### src/rtl/branch_issue_queue_if.sv
// Bundles the dispatch, CDB and issue signals of the branch issue queue.
// master = the surrounding pipeline (dispatch stage, CDB, branch unit side),
// slave  = the issue queue itself.
interface branch_issue_queue_if #(
   parameter int DEPTH = 4,
   parameter int TAG_W = 6,
   parameter int XLEN  = 32
);
   localparam int OCC_W = $clog2(DEPTH + 1);

   // Dispatch
   logic             disp_valid_i;
   logic             disp_ready_o;
   logic [XLEN-1:0]  disp_pc_i;
   logic [XLEN-1:0]  disp_imm_i;
   logic             disp_is_branch_i;
   logic             disp_is_jump_i;
   logic             disp_pred_taken_i;
   logic [TAG_W-1:0] disp_rob_tag_i;
   logic             disp_rs1_rdy_i;
   logic [TAG_W-1:0] disp_rs1_tag_i;
   logic [XLEN-1:0]  disp_rs1_val_i;
   logic             disp_rs2_rdy_i;
   logic [TAG_W-1:0] disp_rs2_tag_i;
   logic [XLEN-1:0]  disp_rs2_val_i;

   // Common data bus and recovery
   logic             cdb_valid_i;
   logic [TAG_W-1:0] cdb_tag_i;
   logic [XLEN-1:0]  cdb_val_i;
   logic             flush_i;

   // Issue to the branch unit
   logic             issue_valid_o;
   logic [XLEN-1:0]  issue_pc_o;
   logic [XLEN-1:0]  issue_imm_o;
   logic [XLEN-1:0]  issue_rs1_val_o;
   logic [XLEN-1:0]  issue_rs2_val_o;
   logic             issue_is_branch_o;
   logic             issue_is_jump_o;
   logic             issue_pred_taken_o;
   logic [TAG_W-1:0] issue_rob_tag_o;
   logic [OCC_W-1:0] occupancy_o;

   modport master (
      output disp_valid_i, disp_pc_i, disp_imm_i, disp_is_branch_i, disp_is_jump_i,
             disp_pred_taken_i, disp_rob_tag_i,
             disp_rs1_rdy_i, disp_rs1_tag_i, disp_rs1_val_i,
             disp_rs2_rdy_i, disp_rs2_tag_i, disp_rs2_val_i,
             cdb_valid_i, cdb_tag_i, cdb_val_i, flush_i,
      input  disp_ready_o, issue_valid_o, issue_pc_o, issue_imm_o,
             issue_rs1_val_o, issue_rs2_val_o, issue_is_branch_o, issue_is_jump_o,
             issue_pred_taken_o, issue_rob_tag_o, occupancy_o
   );

   modport slave (
      input  disp_valid_i, disp_pc_i, disp_imm_i, disp_is_branch_i, disp_is_jump_i,
             disp_pred_taken_i, disp_rob_tag_i,
             disp_rs1_rdy_i, disp_rs1_tag_i, disp_rs1_val_i,
             disp_rs2_rdy_i, disp_rs2_tag_i, disp_rs2_val_i,
             cdb_valid_i, cdb_tag_i, cdb_val_i, flush_i,
      output disp_ready_o, issue_valid_o, issue_pc_o, issue_imm_o,
             issue_rs1_val_o, issue_rs2_val_o, issue_is_branch_o, issue_is_jump_o,
             issue_pred_taken_o, issue_rob_tag_o, occupancy_o
   );
endinterface

### src/rtl/branch_issue_queue.sv
// Branch reservation station. Entries are kept as a collapsing queue: slot 0
// is always the oldest, new entries append at the tail, and an issued entry
// is squeezed out by shifting the younger ones down. The slot index is thus
// the age rank, and "oldest ready" is simply the lowest ready slot.
module branch_issue_queue #(
   parameter int DEPTH = 4,
   parameter int TAG_W = 6,
   parameter int XLEN  = 32
) (
   input logic                clk,
   input logic                rst,
   branch_issue_queue_if.slave bus
);
   localparam int OCC_W = $clog2(DEPTH + 1);
   localparam int IDX_W = $clog2(DEPTH);

   typedef struct packed {
      logic             valid;
      logic [XLEN-1:0]  pc;
      logic [XLEN-1:0]  imm;
      logic             is_branch;
      logic             is_jump;
      logic             pred_taken;
      logic [TAG_W-1:0] rob_tag;
      logic             rs1_rdy;
      logic [TAG_W-1:0] rs1_tag;
      logic [XLEN-1:0]  rs1_val;
      logic             rs2_rdy;
      logic [TAG_W-1:0] rs2_tag;
      logic [XLEN-1:0]  rs2_val;
   } entry_t;

   entry_t           ent_q [DEPTH];
   entry_t           ent_d [DEPTH];
   entry_t           woke  [DEPTH];
   entry_t           new_ent;
   logic [OCC_W-1:0] occ_q;
   logic [OCC_W-1:0] occ_d;
   logic [OCC_W-1:0] tail;
   logic [DEPTH-1:0] rdy;
   logic             any_rdy;
   logic [IDX_W-1:0] sel;
   logic             disp_ready;
   logic             disp_fire;
   logic             issue_fire;

   assign disp_ready = (occ_q < OCC_W'(DEPTH));
   assign disp_fire  = bus.disp_valid_i && disp_ready && !bus.flush_i;
   assign issue_fire = any_rdy && !bus.flush_i;
   // Slot the dispatch lands in, after any same-cycle issue has collapsed the queue.
   assign tail       = occ_q - OCC_W'(issue_fire);

   assign bus.disp_ready_o  = disp_ready;
   assign bus.occupancy_o   = occ_q;
   assign bus.issue_valid_o = issue_fire;

   // Find the oldest ready entry: scan from the youngest slot so the lowest index wins.
   always_comb begin
      // NOTE: every combinational output gets a default first, so no path leaves it unassigned and infers a latch.
      rdy     = '0;
      any_rdy = 1'b0;
      sel     = '0;
      for (int i = DEPTH - 1; i >= 0; i--) begin
         rdy[i] = ent_q[i].valid && ent_q[i].rs1_rdy && ent_q[i].rs2_rdy;
         if (rdy[i]) begin
            any_rdy = 1'b1;
            sel     = IDX_W'(i);
         end
      end
   end

   // Drive the branch unit from the selected entry; zero when nothing issues.
   always_comb begin
      bus.issue_pc_o         = '0;
      bus.issue_imm_o        = '0;
      bus.issue_rs1_val_o    = '0;
      bus.issue_rs2_val_o    = '0;
      bus.issue_is_branch_o  = 1'b0;
      bus.issue_is_jump_o    = 1'b0;
      bus.issue_pred_taken_o = 1'b0;
      bus.issue_rob_tag_o    = '0;
      if (issue_fire) begin
         bus.issue_pc_o         = ent_q[sel].pc;
         bus.issue_imm_o        = ent_q[sel].imm;
         bus.issue_rs1_val_o    = ent_q[sel].rs1_val;
         bus.issue_rs2_val_o    = ent_q[sel].rs2_val;
         bus.issue_is_branch_o  = ent_q[sel].is_branch;
         bus.issue_is_jump_o    = ent_q[sel].is_jump;
         bus.issue_pred_taken_o = ent_q[sel].pred_taken;
         bus.issue_rob_tag_o    = ent_q[sel].rob_tag;
      end
   end

   // Build the incoming entry, picking up a same-cycle CDB broadcast for waiting sources.
   always_comb begin
      new_ent            = '0;
      new_ent.valid      = 1'b1;
      new_ent.pc         = bus.disp_pc_i;
      new_ent.imm        = bus.disp_imm_i;
      new_ent.is_branch  = bus.disp_is_branch_i;
      new_ent.is_jump    = bus.disp_is_jump_i;
      new_ent.pred_taken = bus.disp_pred_taken_i;
      new_ent.rob_tag    = bus.disp_rob_tag_i;
      new_ent.rs1_tag    = bus.disp_rs1_tag_i;
      new_ent.rs2_tag    = bus.disp_rs2_tag_i;
      new_ent.rs1_rdy    = bus.disp_rs1_rdy_i ||
                           (bus.cdb_valid_i && (bus.cdb_tag_i == bus.disp_rs1_tag_i));
      new_ent.rs2_rdy    = bus.disp_rs2_rdy_i ||
                           (bus.cdb_valid_i && (bus.cdb_tag_i == bus.disp_rs2_tag_i));
      new_ent.rs1_val    = bus.disp_rs1_rdy_i ? bus.disp_rs1_val_i : bus.cdb_val_i;
      new_ent.rs2_val    = bus.disp_rs2_rdy_i ? bus.disp_rs2_val_i : bus.cdb_val_i;
   end

   // Next queue contents: CDB wakeup, collapse over the issued slot, append at the tail, flush.
   always_comb begin
      for (int i = 0; i < DEPTH; i++) begin
         woke[i] = ent_q[i];
         if (bus.cdb_valid_i && ent_q[i].valid) begin
            if (!ent_q[i].rs1_rdy && (ent_q[i].rs1_tag == bus.cdb_tag_i)) begin
               woke[i].rs1_rdy = 1'b1;
               woke[i].rs1_val = bus.cdb_val_i;
            end
            if (!ent_q[i].rs2_rdy && (ent_q[i].rs2_tag == bus.cdb_tag_i)) begin
               woke[i].rs2_rdy = 1'b1;
               woke[i].rs2_val = bus.cdb_val_i;
            end
         end
      end

      for (int j = 0; j < DEPTH - 1; j++)
         ent_d[j] = (issue_fire && (j >= int'(sel))) ? woke[j + 1] : woke[j];
      ent_d[DEPTH-1] = issue_fire ? '0 : woke[DEPTH-1];

      for (int j = 0; j < DEPTH; j++)
         if (disp_fire && (OCC_W'(j) == tail))
            ent_d[j] = new_ent;

      occ_d = occ_q + OCC_W'(disp_fire) - OCC_W'(issue_fire);

      if (bus.flush_i) begin
         for (int j = 0; j < DEPTH; j++)
            ent_d[j] = '0;
         occ_d = '0;
      end
   end

   // State register for the entry array and occupancy count.
   always_ff @(posedge clk) begin
      if (rst) begin
         // NOTE: the entry array is reset in full (it is small), so the issue fields read zero out of reset.
         for (int i = 0; i < DEPTH; i++)
            ent_q[i] <= '0;
         occ_q <= '0;
      end else begin
         // NOTE: sequential state uses non-blocking assignment so every register samples pre-edge values.
         ent_q <= ent_d;
         occ_q <= occ_d;
      end
   end

   // A micro-op may be a conditional branch or a jump, never both.
   a_branch_xor_jump : assert property (@(posedge clk) disable iff (rst)
      disp_fire |-> !(bus.disp_is_branch_i && bus.disp_is_jump_i));

endmodule

### src/flat_wrapper.sv
// flat-port wrapper written by rule: the top's interface ports become plain ports
module branch_issue_queue_flat 
#(
   parameter int DEPTH = 4,
   parameter int TAG_W = 6,
   parameter int XLEN  = 32
)
  (clk, rst, bus_disp_valid_i, bus_disp_pc_i, bus_disp_imm_i, bus_disp_is_branch_i, bus_disp_is_jump_i, bus_disp_pred_taken_i, bus_disp_rob_tag_i, bus_disp_rs1_rdy_i, bus_disp_rs1_tag_i, bus_disp_rs1_val_i, bus_disp_rs2_rdy_i, bus_disp_rs2_tag_i, bus_disp_rs2_val_i, bus_cdb_valid_i, bus_cdb_tag_i, bus_cdb_val_i, bus_flush_i, bus_disp_ready_o, bus_issue_valid_o, bus_issue_pc_o, bus_issue_imm_o, bus_issue_rs1_val_o, bus_issue_rs2_val_o, bus_issue_is_branch_o, bus_issue_is_jump_o, bus_issue_pred_taken_o, bus_issue_rob_tag_o, bus_occupancy_o);
  branch_issue_queue_if #(.DEPTH(DEPTH), .TAG_W(TAG_W), .XLEN(XLEN)) bus_i ();
  input logic clk;
  input logic rst;
  input wire logic [$bits(bus_i.disp_valid_i)-1:0] bus_disp_valid_i;
  input wire logic [$bits(bus_i.disp_pc_i)-1:0] bus_disp_pc_i;
  input wire logic [$bits(bus_i.disp_imm_i)-1:0] bus_disp_imm_i;
  input wire logic [$bits(bus_i.disp_is_branch_i)-1:0] bus_disp_is_branch_i;
  input wire logic [$bits(bus_i.disp_is_jump_i)-1:0] bus_disp_is_jump_i;
  input wire logic [$bits(bus_i.disp_pred_taken_i)-1:0] bus_disp_pred_taken_i;
  input wire logic [$bits(bus_i.disp_rob_tag_i)-1:0] bus_disp_rob_tag_i;
  input wire logic [$bits(bus_i.disp_rs1_rdy_i)-1:0] bus_disp_rs1_rdy_i;
  input wire logic [$bits(bus_i.disp_rs1_tag_i)-1:0] bus_disp_rs1_tag_i;
  input wire logic [$bits(bus_i.disp_rs1_val_i)-1:0] bus_disp_rs1_val_i;
  input wire logic [$bits(bus_i.disp_rs2_rdy_i)-1:0] bus_disp_rs2_rdy_i;
  input wire logic [$bits(bus_i.disp_rs2_tag_i)-1:0] bus_disp_rs2_tag_i;
  input wire logic [$bits(bus_i.disp_rs2_val_i)-1:0] bus_disp_rs2_val_i;
  input wire logic [$bits(bus_i.cdb_valid_i)-1:0] bus_cdb_valid_i;
  input wire logic [$bits(bus_i.cdb_tag_i)-1:0] bus_cdb_tag_i;
  input wire logic [$bits(bus_i.cdb_val_i)-1:0] bus_cdb_val_i;
  input wire logic [$bits(bus_i.flush_i)-1:0] bus_flush_i;
  output wire logic [$bits(bus_i.disp_ready_o)-1:0] bus_disp_ready_o;
  output wire logic [$bits(bus_i.issue_valid_o)-1:0] bus_issue_valid_o;
  output wire logic [$bits(bus_i.issue_pc_o)-1:0] bus_issue_pc_o;
  output wire logic [$bits(bus_i.issue_imm_o)-1:0] bus_issue_imm_o;
  output wire logic [$bits(bus_i.issue_rs1_val_o)-1:0] bus_issue_rs1_val_o;
  output wire logic [$bits(bus_i.issue_rs2_val_o)-1:0] bus_issue_rs2_val_o;
  output wire logic [$bits(bus_i.issue_is_branch_o)-1:0] bus_issue_is_branch_o;
  output wire logic [$bits(bus_i.issue_is_jump_o)-1:0] bus_issue_is_jump_o;
  output wire logic [$bits(bus_i.issue_pred_taken_o)-1:0] bus_issue_pred_taken_o;
  output wire logic [$bits(bus_i.issue_rob_tag_o)-1:0] bus_issue_rob_tag_o;
  output wire logic [$bits(bus_i.occupancy_o)-1:0] bus_occupancy_o;
  assign bus_i.disp_valid_i = bus_disp_valid_i;
  assign bus_i.disp_pc_i = bus_disp_pc_i;
  assign bus_i.disp_imm_i = bus_disp_imm_i;
  assign bus_i.disp_is_branch_i = bus_disp_is_branch_i;
  assign bus_i.disp_is_jump_i = bus_disp_is_jump_i;
  assign bus_i.disp_pred_taken_i = bus_disp_pred_taken_i;
  assign bus_i.disp_rob_tag_i = bus_disp_rob_tag_i;
  assign bus_i.disp_rs1_rdy_i = bus_disp_rs1_rdy_i;
  assign bus_i.disp_rs1_tag_i = bus_disp_rs1_tag_i;
  assign bus_i.disp_rs1_val_i = bus_disp_rs1_val_i;
  assign bus_i.disp_rs2_rdy_i = bus_disp_rs2_rdy_i;
  assign bus_i.disp_rs2_tag_i = bus_disp_rs2_tag_i;
  assign bus_i.disp_rs2_val_i = bus_disp_rs2_val_i;
  assign bus_i.cdb_valid_i = bus_cdb_valid_i;
  assign bus_i.cdb_tag_i = bus_cdb_tag_i;
  assign bus_i.cdb_val_i = bus_cdb_val_i;
  assign bus_i.flush_i = bus_flush_i;
  assign bus_disp_ready_o = bus_i.disp_ready_o;
  assign bus_issue_valid_o = bus_i.issue_valid_o;
  assign bus_issue_pc_o = bus_i.issue_pc_o;
  assign bus_issue_imm_o = bus_i.issue_imm_o;
  assign bus_issue_rs1_val_o = bus_i.issue_rs1_val_o;
  assign bus_issue_rs2_val_o = bus_i.issue_rs2_val_o;
  assign bus_issue_is_branch_o = bus_i.issue_is_branch_o;
  assign bus_issue_is_jump_o = bus_i.issue_is_jump_o;
  assign bus_issue_pred_taken_o = bus_i.issue_pred_taken_o;
  assign bus_issue_rob_tag_o = bus_i.issue_rob_tag_o;
  assign bus_occupancy_o = bus_i.occupancy_o;
  branch_issue_queue #(.DEPTH(DEPTH), .TAG_W(TAG_W), .XLEN(XLEN)) u_core (.clk(clk), .rst(rst), .bus(bus_i));
endmodule
### config.mk
export PLATFORM = sky130hd
export DESIGN_NAME = branch_issue_queue_flat
export DESIGN_NICKNAME = d
export VERILOG_FILES = /design/src/rtl/branch_issue_queue_if.sv /design/src/rtl/branch_issue_queue.sv /design/src/flat_wrapper.sv
export SDC_FILE = /design/constraint.sdc
export NUM_CORES = 2
export LEC_CHECK = 0
export BUFFER_PORTS_ARGS = -buffer_cell sky130_fd_sc_hd__buf_2
export CAP_MARGIN = 20
export CORE_ASPECT_RATIO = 1.1
export CORE_MARGIN = 5
export CORE_UTILIZATION = 40
export DETAILED_ROUTE_END_ITERATION = 12
export GPL_TIMING_DRIVEN = 1
export PLACE_DENSITY = 0.7
export SETUP_SLACK_MARGIN = 0.05
export SLEW_MARGIN = 20
export SYNTH_ARGS = -nofsm -noshare
export SYNTH_HDL_FRONTEND = slang
export SYNTH_SLANG_ARGS = --single-unit
### constraint.sdc
create_clock -name clk -period 3.1 [get_ports clk]
set_input_delay 0 -clock clk [delete_from_list [all_inputs] [get_ports clk]]
set_output_delay 0 -clock clk [all_outputs]
set_load 0.02 [all_outputs]
==> flow_metrics.tcl <==
set metrics [dict create \
    start_util_pct 40.2 \
    ir_drop_mv 0.432 \
    dp_hpwl_mm 67.0 \
    grt_setup_unrepaired "true" \
    cpMaxStageDelayCell "buf_16" \
    cp.arrival_ns 3.04 \
    die_area_mm2 0.0862 \
    overflow 0 \
    critPathKind "reg -> out" \
    chipHeight_um 307 \
    cp_max_fo 80 \
    pwr-share-seq_pct 44.9 \
    ys.flop_type "dfxtp_1" \
    leakagePower_nw 14.8 \
    worst_path_dominant_cell_family "buffers and inverters" \
    worstPathCellList "nand3_1 > buf_6 > o21ai_1 > nand2_4 > buf_16 > mux4_2 > and2_1 > buf_2" \
    place_congestion 0.832 \
    drv_slew 0 \
    cap_violations 0 \
    reg2reg_slack_ns 0.20 \
    power_switching_w 0.00435 \
    ys_warn_count 0 \
    grt_pass1_wl_mm 181 \
    pwr-share-clk_pct 48.3 \
    crit_end "bus_issue_pc_o[14]" \
    status "completed" \
    antenna_left 0 \
    clock_latency_ns 0.63 \
    p_int_w 0.0134 \
    drive_above_1_share_pct 17.1 \
    setup_ws_ns 0.0593 \
    grt_usage_pct 26.0 \
    fmax_ghz 0.329 \
    hold_viol 0 \
    drt-pass1-iter-count 6 \
    drt_wl_total_mm 119 \
    ys_seq_area_share_pct 38.0 \
    ff2ff_path_depth 13 \
    nNetsFinal 4231 \
    grt_pass1_vias 30600 \
    num_rows 109 \
    power_density_mw_per_mm2 453 \
    dp.cells 4816 \
    layout_min_cycle_time_ns 3.04 \
    worstReg2RegEnd "u_core.ent_q[176]" \
    synth_cell_type_count 54 \
    antenna_found_initial 10 \
    crit_cells 8 \
    syn_area_per_cell_um2 8.63 \
    finalNonFillerCells 5148 \
    drc_errors 0 \
    wl_per_cell_um 23.2 \
    slowest_delay_ns 0.44 \
    io_pins 336 \
    area_delta_synth_final_pct 21.9 \
    synth_area_mm2 0.0322 \
    cp-end-kind "primary output" \
    grt_max_degree 221 \
    viasPerCell 6.12 \
    cts_root_buffer "clkbuf_16" \
    clk_path_buf_depth 3 \
    crit_path_start "u_core.ent_q[455]" \
    cts_tree "done" \
    synth-edff-count 0 \
    clk_pin_slew_ns 0.06 \
    fin_crit_sh_pct 98.1 \
    tightest_slew_ns 1.13 \
    reg2reg_from "u_core.ent_q[190]" \
    synthArstFlopShare_pct 0 \
    setup_violations 0 \
    num_vias 31500 \
    first_iter_violations 3752 \
    fin_skew_ns 0.0324 \
    max_slew_margin_pct 24.6 \
    syn_nets 3925 \
    hold_path_class "in -> reg" \
    start_kind "register" \
    syn_inst 3726 \
    dp_slack_ns 0.0596 \
    synth_seq_cells 611 \
    swShare_pct 24.5 \
    portBuffers 335 \
    cp_num_buf_inv 3 \
    numClockSinks 611 \
    cp.required_ns 3.10 \
    fp.dieW_um 280 \
    coreArea_mm2 0.0801 \
    share_comb_of_total_power_pct 6.9 \
    power_w 0.0177 \
    cts_made_buffers 70 \
    h-tree-depth 3 \
]
-- layout by cell type (no fill, tap or decap), types with 5 or more instances in the layout --
cell | netlist | layout
nor3_1 | 10 | 6
mux2i_1 | 438 | 437
clkbuf_16 | 0 | 71
mux2_2 | 32 | 32
diode_2 | 0 | 8
a22oi_1 | 83 | 83
or3_1 | 33 | 31
o22a_1 | 128 | 128
nor2_4 | 0 | 8
clkinv_2 | 0 | 14
buf_12 | 0 | 38
bufinv_16 | 0 | 5
o21ai_0 | 57 | 56
o22a_2 | 31 | 31
inv_1 | 7 | 6
xnor2_1 | 43 | 43
clkbuf_1 | 274 | 12
dfxtp_1 | 611 | 610
dlygate4sd3_1 | 0 | 197
buf_6 | 5 | 5
a21oi_1 | 238 | 237
o22ai_1 | 124 | 123
a311oi_1 | 170 | 170
o221ai_1 | 68 | 68
buf_4 | 12 | 50
o21a_1 | 34 | 34
o21ai_1 | 14 | 13
buf_2 | 50 | 335
nand2_1 | 654 | 648
clkbuf_8 | 18 | 13
mux4_2 | 47 | 47
xor2_1 | 19 | 19
nor2_1 | 296 | 289
nand3_1 | 103 | 100
nor3_4 | 1 | 5
and2_1 | 51 | 51
-- state kept, by name, summed over array words and instances (netlist names) --
| name | flops |
|---|---|
| u_core.ent_q | 608 |
| u_core.bus.occupancy_o | 3 |
-- worst register-to-register path, cell delays in order (launching register included) --
cell     delay [ns]
dfxtp_2        0.33
nand3_1        0.12
and2_1         0.25
a31o_4         0.19
inv_2          0.04
ha_2           0.18
ha_1           0.20
nor4b_2        0.25
buf_4          0.21
nand3_4        0.22
nand2_8        0.20
buf_12         0.26
o22ai_1        0.17
o21a_1         0.18
-- worst min path at each step --
stage	from	end	cells after the start
final	bus_disp_rs1_rdy_i	u_core.ent_q[505]	3
after global placement	bus_disp_pc_i[19]	u_core.ent_q[138]	3
after floorplan	bus_disp_imm_i[13]	u_core.ent_q[100]	2
after global routing	bus_disp_rs1_rdy_i	u_core.ent_q[508]	3
after detailed placement	bus_disp_pc_i[1]	u_core.ent_q[272]	3
after CTS	bus_disp_rs1_rdy_i	u_core.ent_q[508]	3
-- power groups by stage --
stage | clock, W | sequential, W | combinational, W
after CTS | 0.00867 | 0.00796 | 0.00119
after global routing | 0.00904 | 0.00797 | 0.00129
after floorplan | 0 | 0.00813 | 0.000583
final | 0.00857 | 0.00796 | 0.00122
after detailed placement | 0 | 0.00814 | 0.000970
after global placement | 0 | 0.00813 | 0.000965
-- cells in the mapped netlist (57+ instances only) --
cell / n / share of area [%]
nand2_1: 654 / 7.6
dfxtp_1: 611 / 38
mux2i_1: 438 / 14
nor2_1: 296 / 3.5
clkbuf_1: 274 / 3.2
a21oi_1: 238 / 3.7
a311oi_1: 170 / 4.6
o22a_1: 128 / 3.5
o22ai_1: 124 / 2.4
nand3_1: 103 / 1.6
a22oi_1: 83 / 1.9
o221ai_1: 68 / 1.9
o21ai_0: 57 / 0.89
-- metrics by stage --
stage          cell area, um^2  util (%)  hold slack (ns)  setup TNS, ns
2_1_floorplan            32200         -            0.136              0
3_3_place_gp             34800      43.4            0.279              0
3_5_place_dp             34800      43.4            0.282              0
4_1_cts                  39100      48.9           0.0118              0
5_1_grt                  39200      49.0           0.0486        -0.0223
6_report                 39200      49.0           0.0482              0
-- per-layer routing --
metal,vias up,wire (um),GRT usage (%)
li1,14200,-,-
met1,15300,47600,33.6
met2,1685,56200,43.0
met3,324,10500,4.49
met4,6,4900,11.2
met5,-,47,0
-- layout make-up --
cell class                 instances  area, um^2
antenna                            8        20.0
clock buffer                      96        2000
clock inverter                    30         349
fill                            7333       40800
inverter                           7        26.3
multi-input combinational       2715       18400
sequential                       611       12200
tap                             1054        1320
timing repair buffer             627        4880
-- logic make-up after synthesis --
logic type | share of synthesized area (%)
compound gates | 21.3
flops | 38.0
buf+inv | 5.74
xor+xnor | 1.69
mux | 18.0
fa+ha+maj | 0.218
simple gates | 15.0
-- timing repair --
action | in CTS | in global routing
setup endpoints to repair | 48 | 101
resized for setup | 7 | 13
pin swaps | 1 | 0
cloned | 1 | 0
hold endpoints to repair | 597 | 0
setup buffers | 0 | 0
hold buffers | 197 | 0
(Power assumes the default switching activity.)
